### src/rtl/mem_port_arbiter_if.sv
// Bundle of the two cache requester ports and the single-beat memory port
// shared by mem_port_arbiter. The arbiter connects through the slave modport.
interface mem_port_arbiter_if #(
  parameter int AWIDTH = 9,
  parameter int DWIDTH = 8,
  parameter int BEATS  = 4
);
  localparam int LWIDTH = DWIDTH * BEATS;

  // Requester 0 (I-cache) and requester 1 (D-cache)
  logic              rd_0;
  logic              rd_1;
  logic              wr_0;
  logic              wr_1;
  logic [AWIDTH-1:0] addr_0;
  logic [AWIDTH-1:0] addr_1;
  logic [LWIDTH-1:0] wline_0;
  logic [LWIDTH-1:0] wline_1;
  logic [LWIDTH-1:0] rline_0;
  logic [LWIDTH-1:0] rline_1;
  logic              done_0;
  logic              done_1;
  logic              grant_0;
  logic              grant_1;

  // Memory beat port
  logic [AWIDTH-1:0] mem_addr;
  logic              mem_rd;
  logic              mem_wr;
  logic [DWIDTH-1:0] mem_wbyte;
  logic [DWIDTH-1:0] mem_rbyte;
  logic              mem_ready;
  logic              mem_rvalid;

  modport slave (
    input  rd_0, rd_1, wr_0, wr_1, addr_0, addr_1, wline_0, wline_1,
    input  mem_rbyte, mem_ready, mem_rvalid,
    output rline_0, rline_1, done_0, done_1, grant_0, grant_1,
    output mem_addr, mem_rd, mem_wr, mem_wbyte
  );

  modport master (
    output rd_0, rd_1, wr_0, wr_1, addr_0, addr_1, wline_0, wline_1,
    output mem_rbyte, mem_ready, mem_rvalid,
    input  rline_0, rline_1, done_0, done_1, grant_0, grant_1,
    input  mem_addr, mem_rd, mem_wr, mem_wbyte
  );
endinterface

### src/rtl/mem_port_arbiter.sv
// Round-robin arbiter that turns whole-line read/writeback requests from two
// caches into single-beat commands on one memory port, assembling read lines.
module mem_port_arbiter #(
  parameter int AWIDTH = 9,
  parameter int DWIDTH = 8,
  parameter int BEATS  = 4
) (
  input  logic               clock,
  input  logic               reset_n,
  mem_port_arbiter_if.slave  bus
);

  localparam int BW = $clog2(BEATS);
  localparam logic [BW-1:0] LAST_BEAT = BW'(BEATS - 1);

  typedef enum logic [1:0] {
    IDLE  = 2'd0,
    ISSUE = 2'd1,
    RWAIT = 2'd2,
    DONE  = 2'd3
  } state_e;

  typedef logic [BEATS-1:0][DWIDTH-1:0] line_t;

  state_e                 state_q, state_d;
  logic [BW-1:0]          beat_q, beat_d;
  logic                   owner_q, owner_d;
  logic                   last_grant_q, last_grant_d;
  logic                   op_wr_q, op_wr_d;
  logic [AWIDTH-BW-1:0]   tag_q, tag_d;
  line_t                  line_q, line_d;
  line_t                  rline_0_q, rline_0_d;
  line_t                  rline_1_q, rline_1_d;

  logic                   req_0;
  logic                   req_1;
  logic                   pick;
  logic                   issue;

  // The in-line offset bits of the request address select nothing: bursts
  // always start at beat 0 of the line.
  logic unused_addr_bits;
  assign unused_addr_bits = ^{bus.addr_0[BW-1:0], bus.addr_1[BW-1:0]};

  always_ff @(posedge clock or negedge reset_n) begin
    if (!reset_n) begin
      state_q      <= IDLE;
      beat_q       <= '0;
      owner_q      <= 1'b0;
      last_grant_q <= 1'b1;
      op_wr_q      <= 1'b0;
      tag_q        <= '0;
      // NOTE: the line buffers are reset too, because they drive rline and
      // mem_wbyte, which must read as zero while reset is held.
      line_q       <= '0;
      rline_0_q    <= '0;
      rline_1_q    <= '0;
    end else begin
      // NOTE: state registers update with <= so every register samples the
      // pre-edge values computed by the combinational block.
      state_q      <= state_d;
      beat_q       <= beat_d;
      owner_q      <= owner_d;
      last_grant_q <= last_grant_d;
      op_wr_q      <= op_wr_d;
      tag_q        <= tag_d;
      line_q       <= line_d;
      rline_0_q    <= rline_0_d;
      rline_1_q    <= rline_1_d;
    end
  end

  always_comb begin
    // NOTE: every variable gets its hold value first so no path through the
    // case below can leave one unassigned and infer a latch.
    state_d      = state_q;
    beat_d       = beat_q;
    owner_d      = owner_q;
    last_grant_d = last_grant_q;
    op_wr_d      = op_wr_q;
    tag_d        = tag_q;
    line_d       = line_q;
    rline_0_d    = rline_0_q;
    rline_1_d    = rline_1_q;
    issue        = 1'b0;

    req_0 = bus.rd_0 | bus.wr_0;
    req_1 = bus.rd_1 | bus.wr_1;
    // On contention the requester that was not served last wins.
    pick  = (req_0 && req_1) ? ~last_grant_q : req_1;

    unique case (state_q)
      IDLE: begin
        if (req_0 || req_1) begin
          owner_d      = pick;
          last_grant_d = pick;
          op_wr_d      = pick ? bus.wr_1 : bus.wr_0;
          tag_d        = pick ? bus.addr_1[AWIDTH-1:BW] : bus.addr_0[AWIDTH-1:BW];
          line_d       = pick ? bus.wline_1 : bus.wline_0;
          beat_d       = '0;
          state_d      = ISSUE;
        end
      end

      ISSUE: begin
        if (bus.mem_ready) begin
          issue = 1'b1;
          if (op_wr_q) begin
            beat_d  = beat_q + BW'(1);
            state_d = (beat_q == LAST_BEAT) ? DONE : ISSUE;
          end else begin
            state_d = RWAIT;
          end
        end
      end

      RWAIT: begin
        if (bus.mem_rvalid) begin
          line_d[beat_q] = bus.mem_rbyte;
          beat_d         = beat_q + BW'(1);
          if (beat_q == LAST_BEAT) begin
            state_d = DONE;
            // Publish the finished line so it is valid alongside done.
            if (owner_q) rline_1_d = line_d;
            else         rline_0_d = line_d;
          end else begin
            state_d = ISSUE;
          end
        end
      end

      DONE: begin
        state_d = IDLE;
      end

      default: begin
        state_d = IDLE;
      end
    endcase
  end

  // Beat address keeps the line tag and replaces the offset with the beat.
  assign bus.mem_addr  = {tag_q, beat_q};
  assign bus.mem_rd    = issue & ~op_wr_q;
  assign bus.mem_wr    = issue &  op_wr_q;
  assign bus.mem_wbyte = line_q[beat_q];

  assign bus.grant_0   = (state_q != IDLE) & ~owner_q;
  assign bus.grant_1   = (state_q != IDLE) &  owner_q;
  assign bus.done_0    = (state_q == DONE) & ~owner_q;
  assign bus.done_1    = (state_q == DONE) &  owner_q;

  assign bus.rline_0   = rline_0_q;
  assign bus.rline_1   = rline_1_q;

endmodule

### src/flat_wrapper.sv
// flat-port wrapper written by rule: the top's interface ports become plain ports
module mem_port_arbiter_flat 
#(
  parameter int AWIDTH = 9,
  parameter int DWIDTH = 8,
  parameter int BEATS  = 4
)
  (clock, reset_n, bus_rd_0, bus_rd_1, bus_wr_0, bus_wr_1, bus_addr_0, bus_addr_1, bus_wline_0, bus_wline_1, bus_mem_rbyte, bus_mem_ready, bus_mem_rvalid, bus_rline_0, bus_rline_1, bus_done_0, bus_done_1, bus_grant_0, bus_grant_1, bus_mem_addr, bus_mem_rd, bus_mem_wr, bus_mem_wbyte);
  mem_port_arbiter_if #(.AWIDTH(AWIDTH), .DWIDTH(DWIDTH), .BEATS(BEATS)) bus_i ();
  input  logic clock;
  input  logic reset_n;
  input wire logic [$bits(bus_i.rd_0)-1:0] bus_rd_0;
  input wire logic [$bits(bus_i.rd_1)-1:0] bus_rd_1;
  input wire logic [$bits(bus_i.wr_0)-1:0] bus_wr_0;
  input wire logic [$bits(bus_i.wr_1)-1:0] bus_wr_1;
  input wire logic [$bits(bus_i.addr_0)-1:0] bus_addr_0;
  input wire logic [$bits(bus_i.addr_1)-1:0] bus_addr_1;
  input wire logic [$bits(bus_i.wline_0)-1:0] bus_wline_0;
  input wire logic [$bits(bus_i.wline_1)-1:0] bus_wline_1;
  input wire logic [$bits(bus_i.mem_rbyte)-1:0] bus_mem_rbyte;
  input wire logic [$bits(bus_i.mem_ready)-1:0] bus_mem_ready;
  input wire logic [$bits(bus_i.mem_rvalid)-1:0] bus_mem_rvalid;
  output wire logic [$bits(bus_i.rline_0)-1:0] bus_rline_0;
  output wire logic [$bits(bus_i.rline_1)-1:0] bus_rline_1;
  output wire logic [$bits(bus_i.done_0)-1:0] bus_done_0;
  output wire logic [$bits(bus_i.done_1)-1:0] bus_done_1;
  output wire logic [$bits(bus_i.grant_0)-1:0] bus_grant_0;
  output wire logic [$bits(bus_i.grant_1)-1:0] bus_grant_1;
  output wire logic [$bits(bus_i.mem_addr)-1:0] bus_mem_addr;
  output wire logic [$bits(bus_i.mem_rd)-1:0] bus_mem_rd;
  output wire logic [$bits(bus_i.mem_wr)-1:0] bus_mem_wr;
  output wire logic [$bits(bus_i.mem_wbyte)-1:0] bus_mem_wbyte;
  assign bus_i.rd_0 = bus_rd_0;
  assign bus_i.rd_1 = bus_rd_1;
  assign bus_i.wr_0 = bus_wr_0;
  assign bus_i.wr_1 = bus_wr_1;
  assign bus_i.addr_0 = bus_addr_0;
  assign bus_i.addr_1 = bus_addr_1;
  assign bus_i.wline_0 = bus_wline_0;
  assign bus_i.wline_1 = bus_wline_1;
  assign bus_i.mem_rbyte = bus_mem_rbyte;
  assign bus_i.mem_ready = bus_mem_ready;
  assign bus_i.mem_rvalid = bus_mem_rvalid;
  assign bus_rline_0 = bus_i.rline_0;
  assign bus_rline_1 = bus_i.rline_1;
  assign bus_done_0 = bus_i.done_0;
  assign bus_done_1 = bus_i.done_1;
  assign bus_grant_0 = bus_i.grant_0;
  assign bus_grant_1 = bus_i.grant_1;
  assign bus_mem_addr = bus_i.mem_addr;
  assign bus_mem_rd = bus_i.mem_rd;
  assign bus_mem_wr = bus_i.mem_wr;
  assign bus_mem_wbyte = bus_i.mem_wbyte;
  mem_port_arbiter #(.AWIDTH(AWIDTH), .DWIDTH(DWIDTH), .BEATS(BEATS)) u_core (.clock(clock), .reset_n(reset_n), .bus(bus_i));
endmodule
### config.mk
export PLATFORM = sky130hd
export DESIGN_NAME = mem_port_arbiter_flat
export DESIGN_NICKNAME = d
export VERILOG_FILES = /design/src/rtl/mem_port_arbiter_if.sv /design/src/rtl/mem_port_arbiter.sv /design/src/flat_wrapper.sv
export SDC_FILE = /design/constraint.sdc
export NUM_CORES = 1
export LEC_CHECK = 0
export BUFFER_PORTS_ARGS = -buffer_cell sky130_fd_sc_hd__buf_2
export CELL_PAD_IN_SITES_DETAIL_PLACEMENT = 1
export CELL_PAD_IN_SITES_GLOBAL_PLACEMENT = 2
export CORE_ASPECT_RATIO = 1.5
export CORE_MARGIN = 5
export CORE_UTILIZATION = 29
export CTS_BUF_LIST = sky130_fd_sc_hd__clkbuf_8
export DETAILED_ROUTE_END_ITERATION = 10
export HOLD_SLACK_MARGIN = 0.1
export PLACE_DENSITY = 0.77
export SLEW_MARGIN = 10
export SYNTH_ARGS = -nofsm -noshare
export SYNTH_HDL_FRONTEND = slang
export SYNTH_SLANG_ARGS = --single-unit
### constraint.sdc
create_clock -name clock -period 2.1 [get_ports clock]
set_input_delay 0.21 -clock clock [delete_from_list [all_inputs] [get_ports clock]]
set_output_delay 0.21 -clock clock [all_outputs]
set_load 0.02 [all_outputs]
==> impl_metrics.ini, run 1 <==
[floorplanning]
die_w_um = 124
pin_count = 185
core.rowCount = 62
coreArea_um2 = 19200
die_area_um2 = 22500
start_util = 0.295
fp.dieH_um = 181

[setup_path]
cp_cell_sequence = buf_6 > mux4_2 > buf_2
worst-path-max-fanout = 9
cp-end-kind = primary output
r2r_end = u_core.line_q[29]
r2r_start = u_core.state_q[0]
crit_family = multiplexers
critPathArrivalTime_ps = 1780
worst-path-buf-inv = 2
cp.required_ps = 1890
slowest_stage = mux4_2
worst-path-stages = 3
critPathKind = reg2out
reg2reg_slack_ps = 130
rr_worst_depth = 9
startpoint_type = flip-flop
slowest_delay_ps = 560

[logic_synthesis]
synth-seq-cells = 110
syn-num-nets = 646
yosysWarningCount = 0
netlist_area_um2 = 5660
syn_area_per_cell_um2 = 10.5
async_reset_ff_frac = 1.00
syn_inst = 538
seq_area_frac_synth = 0.487
ys.flop_type = dfrtp_1
netlist_top_cells_area = dfrtp_1, mux2i_1, a221oi_2
synth_cell_types = 36
synth_edf_count = 0
yosys.area.top_type = dfrtp_1
yosysTopAreaCellShare = 0.482

[final_layout]
multiInputGateArea_um2 = 2740
final_common_cell = buf_2
final_cell_mix = buf_2, dfrtp_1, nand2_1
fillerInstances = 2250
antenna_cells = 0
nets = 833
drive_above_1_share = 0.377
final_util = 0.384
instances_no_fill = 986
syn_to_final_growth_pct = 29.8
final-seq-area_um2 = 2750

[routing]
num_vias = 4760
wirelength_um = 19100
ant_nets = 0
avgViaCountPerCell = 4.83
drt_first_pass_iters = 4
drc = 0
highest_layer = met4
drtIter0Drc = 246
met2_wirelength_um = 10300
dr_wl_met3_um = 945
wl_met1_um = 7440
routedWlPerCell_um = 19.3

[clock_tree]
root_buffer = clkbuf_8
htreeDepth = 3
worstSkewPairLatency_ps = 380
cts_tree = built
path_clk_slew_ps = 110
cts.path.max_buffers = 2
tritoncts_num_sinks = 110
cts_buffers = 9

[sta]
worst_slew_pin_slew_ps = 591
drv_slew = 0
clock_skew_ps = 6.12
fmaxAchievable_mhz = 502
min_period_ps = 1990
min_period_over_period = 0.948
final-setup-viol-count = 0
final.setup.worst_slack_ps = 110
timing.slew.headroom = 0.606
hold_violations = 0
rsz0062_at_grt = true

[min_path]
worstHoldPathType = in2reg
hold_path.startpoint = bus_addr_1[8]
holdPathStages = 3
hold_end = u_core.tag_q[6]

[placed_design]
dp_slack_ps = 12.2
place.gp.congestion = 0.854
port-buffer-count = 180
placedCellCount = 958
dpl.hpwl_um = 15100

[grt]
grt_pass1_vias = 5331
antenna_found_initial = 0
grt_usage = 0.171
overflow = 0
grt_pass1_wl_um = 29500
grt_max_degree = 65

[power]
max-vdd-ir-drop_mv = 0.649
power_leakage_nw = 3.62
pwr_density_cell_nw_per_um2 = 1440

[run_status]
status = complete, no violations

[run]
maxCapViolations = 0
==> metrics by stage <==
step | setup TNS, ps | hold slack [ps] | total power [W] | cell area [um2]
6_report | 0 | 113 | 0.0106 | 7350
5_1_grt | -4.29 | 109 | 0.0112 | 7350
4_1_cts | 0 | 102 | 0.0106 | 7300
3_5_place_dp | 0 | 203 | 0.00918 | 7000
3_3_place_gp | 0 | 200 | 0.00897 | 7000
2_1_floorplan | 0 | -85.6 | 0.00709 | 5700
==> state kept, by name (all words and copies together), names as in the netlist <==
name	count
u_core.bus.rline_0	32
u_core.bus.rline_1	32
u_core.line_q	32
u_core.tag_q	7
u_core.beat_q	2
u_core.state_q	2
u_core.last_grant_q	1
u_core.op_wr_q	1
u_core.owner_q	1
==> layout make-up <==
type                            count  area share
Clock buffer                       10      0.0187
Clock inverter                      6     0.00953
Inverter                           12     0.00613
Multi-Input combinational cell    374       0.373
Sequential cell                   110       0.375
Tap cell                          256      0.0436
Timing Repair Buffer              218       0.174
==> where the power goes <==
group / switching (W) / internal (W)
clock network: 0.000761 / 0.000593
logic: 0.00338 / 0.00228
registers: 0.000646 / 0.00290
==> worst min-delay path: stages <==
cell	delay, ps
buf_2	80
mux2i_1	60
o21ai_1	110
==> layer usage <==
metal | global-route usage | vias to the layer above
li1 | - | 2275
met1 | 0.197 | 2326
met2 | 0.313 | 137
met3 | 0.0344 | 22
met4 | 0.0500 | 0
met5 | 0 | -
==> worst max-delay path by stage <==
| stage | start | end | slack (ps) |
|---|---|---|---|
| 2_1_floorplan | u_core.beat_q[0] | u_core.line_q[0] | 10 |
| 3_3_place_gp | u_core.state_q[0] | u_core.line_q[3] | 100 |
| 3_5_place_dp | u_core.state_q[0] | u_core.line_q[29] | 10 |
| 4_1_cts | u_core.state_q[0] | u_core.state_q[0] | 20 |
| 5_1_grt | u_core.state_q[0] | u_core.line_q[29] | -4 |
| 6_report | u_core.beat_q[0] | bus_mem_wbyte[5] | 110 |
==> synthesized netlist by cell type (2+ instances only) <==
master / n
dfrtp_1: 109
nand2_1: 79
mux2i_1: 72
nor2_1: 64
o21ai_1: 42
o21ai_0: 34
a221oi_2: 30
clkbuf_1: 22
inv_1: 12
ha_1: 10
buf_1: 9
mux4_2: 8
buf_2: 7
nor2b_1: 6
a221oi_1: 5
a21oi_1: 3
buf_6: 3
nand2b_1: 3
a22o_1: 2
a22oi_1: 2
==> logic make-up after synthesis <==
family | Yosys count | synth area share
AO/OA/AOI/OAI | 125 | 0.174
adder cells (fa/ha/maj) | 10 | 0.0221
buffers and inverters | 54 | 0.0420
flip-flops | 110 | 0.487
multiplexers | 81 | 0.161
AND/OR/NAND/NOR | 158 | 0.114
==> repair_timing <==
action,CTS,global route
gates resized for setup,1,3
hold endpoints to repair,34,0
cloned,0,0
setup buffers,0,3
endpoints found under the setup margin,2,42
hold buffers,9,0
pin swaps,0,3
Note: power is estimated with default switching activity, not from simulation.
==> run 2: changes to the inputs <==
Clock period 2.1 ns to 1.7 ns, I/O delays scaled along.
==> impl_metrics.ini, run 2 (synthesis results as in run 1) <==
[final_layout]
final-seq-area_um2 = 2760
antenna_cells = 0
drive_above_1_share = 0.466
final_cell_area_um2 = 8280
final_cell_mix = buf_2, dfrtp_1, nand2_1
instances_no_fill = 1029
syn_to_final_growth_pct = 46.4
multiInputGateArea_um2 = 3010
fillerInstances = 2204
final_common_cell = buf_2
nets = 877

[power]
power_leakage_nw = 3.99
max-vdd-ir-drop_mv = 0.904
power.total_w = 0.0147
pwr_density_cell_nw_per_um2 = 1780

[routing]
ant_nets = 0
routedWlPerCell_um = 20.4
avgViaCountPerCell = 4.94
wirelength_um = 21000
drt_first_pass_iters = 4
drtIter0Drc = 253
num_vias = 5082
drc = 0

[placed_design]
place.gp.congestion = 0.908
dpl.hpwl_um = 15400
dpl_cell_area_um2 = 7310
port-buffer-count = 180
placedCellCount = 982

[sta]
min_period_over_period = 1.10
rsz0062_at_grt = true
final.setup.worst_slack_ps = -164
min_period_ps = 1860
fmaxAchievable_mhz = 536
final-setup-viol-count = 76
hold_violations = 0
drv_slew = 0
clock_skew_ps = 15.9
whs_ps = 156
worst_slew_pin_slew_ps = 459
timing.slew.headroom = 0.694

[run_status]
violations = negative setup slack
status = finished, violations left

[setup_path]
reg2reg_slack_ps = -160
critPathArrivalTime_ps = 2120
cp.required_ps = 1950
cp-end-kind = flip-flop
worst-path-max-fanout = 8
r2r_end = u_core.bus.rline_0[30]
startpoint_type = flip-flop
critPathKind = reg2reg
r2r_start = u_core.state_q[0]
rr_worst_depth = 8

[clock_tree]
cts_buffers = 9
htreeDepth = 3
cts.path.max_buffers = 2
cts_tree = built
worstSkewPairLatency_ps = 380
path_clk_slew_ps = 110
root_buffer = clkbuf_8
tritoncts_num_sinks = 110

[grt]
antenna_found_initial = 0
grt_pass1_wl_um = 31800
grt_pass1_vias = 5511
grt_max_degree = 80
overflow = 0
grt_usage = 0.184

[floorplanning]
pin_count = 185
die_w_um = 124
start_util = 0.295
fp.dieH_um = 181
core.rowCount = 62
coreArea_um2 = 19200
die_area_um2 = 22500

[min_path]
hold_end = u_core.line_q[21]
holdPathStages = 3
hold_path.startpoint = bus_wline_1[21]
worstHoldPathType = in2reg

[run]
maxCapViolations = 0
## run 2: area by class of cell
cell class / instances / share of cell area
multi-input combinational: 374 / 0.364
clock buffer: 9 / 0.0150
clock inverter: 6 / 0.00498
timing repair buffer: 262 / 0.239
sequential: 110 / 0.333
inverter: 12 / 0.00604
tap: 256 / 0.0387
## run 2: worst max-delay path, cell delays in order (launching register included)
cell and delay (ps):
dfrtp_1 420, inv_2 120, ha_4 180, buf_4 110
nand2_2 60, or3_4 500, clkbuf_16 210, nand2_1 70
o21ai_1 60
## run 2: repair_timing
action                                  4_1_cts  5_1_grt
buffers inserted                              6        3
gates resized for setup                      63       43
endpoints found under the setup margin       83      110
hold buffers                                 15        0
pin swaps                                     3        5
endpoints found under the hold margin       116        0
gates cloned                                  5        4
## run 2: how the worst max path moves through the flow
stage | start | end | cells after the start
detailed placement | u_core.state_q[0] | u_core.line_q[29] | 6
global placement | u_core.state_q[0] | u_core.line_q[29] | 6
global route | u_core.state_q[0] | u_core.line_q[22] | 8
floorplan | u_core.state_q[0] | u_core.line_q[10] | 8
CTS | u_core.beat_q[0] | bus_mem_wbyte[5] | 3
finish | u_core.state_q[0] | u_core.bus.rline_0[30] | 8
## run 2: routing by layer
| layer | vias to the layer above | part of all wire | GRT usage |
|---|---|---|---|
| li1 | 2368 | - | - |
| met1 | 2547 | 0.38 | 0.221 |
| met2 | 147 | 0.55 | 0.333 |
| met3 | 20 | 0.050 | 0.0307 |
| met4 | 0 | 0.016 | 0.0491 |
| met5 | - | 0 | 0 |
## run 2: where the power goes
group	switching (W)	internal (W)
sequential	0.000855	0.00358
combinational	0.00474	0.00411
clock	0.000909	0.000524
## run 2: metrics by stage
step | utilization | setup slack (ps) | setup TNS [ps]
final | 0.432 | -164 | -8830
after global placement | 0.381 | -78.1 | -1620
after detailed placement | 0.381 | -156 | -4160
after floorplan | - | -179 | -6600
after global routing | 0.432 | -213 | -13590
after CTS | 0.418 | -148 | -5050
==> run 3: changes to the inputs <==
Settings changed: BUFFER_PORTS_ARGS -buffer_cell sky130_fd_sc_hd__buf_2 to not set, CORE_UTILIZATION 29 to 36, DONT_BUFFER_PORTS set to 1, PLACE_DENSITY 0.77 to 0.76.
==> impl_metrics.ini, run 3 (synthesis results as in run 1) <==
[setup_path]
critPathKind = reg2reg
r2r_end = u_core.line_q[8]
r2r_start = u_core.state_q[1]
cp.required_ps = 1940
critPathArrivalTime_ps = 2090
rr_worst_depth = 7
slowest_stage = dfrtp_1
cp-end-kind = flip-flop
worst-path-max-fanout = 22
cp_cell_sequence = buf_6 > ha_4 > mux2i_4 > a21oi_4 > nor2b_4 > buf_12 > a221oi_2
startpoint_type = flip-flop
slowest_delay_ps = 420
reg2reg_slack_ps = -140

[clock_tree]
worstSkewPairLatency_ps = 390
cts.path.max_buffers = 2
root_buffer = clkbuf_8
tritoncts_num_sinks = 110
path_clk_slew_ps = 120
htreeDepth = 3
cts_tree = built
cts_buffers = 9

[floorplanning]
fp.dieH_um = 164
pin_count = 185
die_w_um = 112
coreArea_um2 = 15600
die_area_um2 = 18400
start_util = 0.364
core.rowCount = 56

[placed_design]
dpl.hpwl_um = 13600
dpl_cell_area_um2 = 6240
placedCellCount = 741
dp_slack_ps = -138
place.gp.congestion = 0.812
port-buffer-count = 0

[power]
p_sw_frac = 0.464
p_seq_frac = 0.384
power_leakage_nw = 3.25
p_int_w = 0.00721
switchingPower_w = 0.00623
pwr_density_cell_nw_per_um2 = 1780
clock_power_share = 0.121
max-vdd-ir-drop_mv = 1.02
power_frac_comb = 0.495

[final_layout]
fillerInstances = 1684
drive_above_1_share = 0.249
syn_to_final_growth_pct = 33.0
final_common_cell = dfrtp_1
nets = 738
antenna_cells = 0
final_util = 0.484
final_cell_mix = dfrtp_1, nand2_1, dlygate4sd3_1
instances_no_fill = 838
final_cell_area_um2 = 7530

[routing]
drc = 0
wirelength_um = 20300
drt_first_pass_iters = 4
drtIter0Drc = 320
num_vias = 4616
routedWlPerCell_um = 24.2
avgViaCountPerCell = 5.51
ant_nets = 0

[sta]
hold_violations = 110
clock_skew_ps = 14.9
fmaxAchievable_mhz = 543
final.setup.worst_slack_ps = -142
rsz0062_at_grt = true
worst_slew_pin_slew_ps = 531
min_period_ps = 1840
min_period_over_period = 1.08
timing.slew.headroom = 0.645
drv_slew = 0
final-setup-viol-count = 46
whs_ps = -535

[run_status]
status = finished, violations left
violations = negative hold slack, negative setup slack

[grt]
grt_max_degree = 111
antenna_found_initial = 0
overflow = 0
grt_usage = 0.209
grt_pass1_wl_um = 29800
grt_pass1_vias = 5114

[min_path]
worstHoldPathType = in2async

[run]
maxCapViolations = 0
run 3: cell count changes in the layout (fill, tap and decap cells not counted), moves of 4 or more:
cell / before / now
buf_2: 168 / 0
ha_4: 7 / 2
nand2_2: 12 / 1
buf_4: 35 / 31
a221oi_2: 31 / 27
buf_6: 22 / 15
nand2_1: 67 / 78
buf_12: 12 / 7
dlygate4sd3_1: 15 / 64
run 3: worst max-delay path by stage:
stage                 startpoint                 to  slack [ps]
2_1_floorplan  u_core.state_q[0]  u_core.line_q[10]        -180
3_3_place_gp   u_core.state_q[0]  u_core.line_q[29]         -60
3_5_place_dp   u_core.state_q[0]  u_core.line_q[25]        -140
4_1_cts         u_core.beat_q[0]   bus_mem_wbyte[5]        -120
5_1_grt        u_core.state_q[1]  u_core.line_q[27]        -220
6_report       u_core.state_q[1]   u_core.line_q[8]        -140
run 3: power by group through the flow:
stage / clock (W) / sequential, W / combinational, W
6_report: 0.00163 / 0.00515 / 0.00665
5_1_grt: 0.00178 / 0.00525 / 0.00717
4_1_cts: 0.00167 / 0.00510 / 0.00610
3_5_place_dp: 0 / 0.00516 / 0.00578
3_3_place_gp: 0 / 0.00510 / 0.00558
2_1_floorplan: 0 / 0.00477 / 0.00419
run 3: area by class of cell:
cell class | count | area [um2] | area share
timing repair buffer | 123 | 1320 | 0.175
clock inverter | 7 | 80.1 | 0.0106
inverter | 12 | 47.5 | 0.00632
multi-input combinational | 374 | 2950 | 0.392
sequential | 110 | 2760 | 0.366
tap | 203 | 254 | 0.0337
clock buffer | 9 | 124 | 0.0165
run 3: what timing repair did:
item | 4_1_cts | 5_1_grt
hold buffers | 62 | 3
gates cloned | 1 | 4
setup buffers | 4 | 9
hold endpoints to repair | 216 | 112
endpoints found under the setup margin | 77 | 113
resized for setup | 16 | 45
pin swaps | 4 | 6
run 3: critical path, delay by kind of cell (launching register included):
family | cells | cell delay, ps
flops | 1 | 420
buf+inv | 2 | 380
simple gates | 1 | 270
compound gates | 2 | 230
mux | 1 | 220
fa+ha+maj | 1 | 180
run 3: through the flow:
stage / hold slack, ps / TNS, ps / power [W]
after floorplan: -126 / -6600 / 0.00896
after global routing: -566 / -9810 / 0.0142
after detailed placement: -121 / -3690 / 0.0109
after global placement: -122 / -1280 / 0.0107
final: -535 / -5220 / 0.0134
after CTS: -558 / -3970 / 0.0129
run 3: metal layers:
layer | global-route usage | part of all wire | wire length [um]
met1 | 0.241 | 0.38 | 7700
met2 | 0.375 | 0.53 | 10700
met3 | 0.0497 | 0.057 | 1150
met4 | 0.0771 | 0.037 | 747
met5 | 0 | 0 | 0
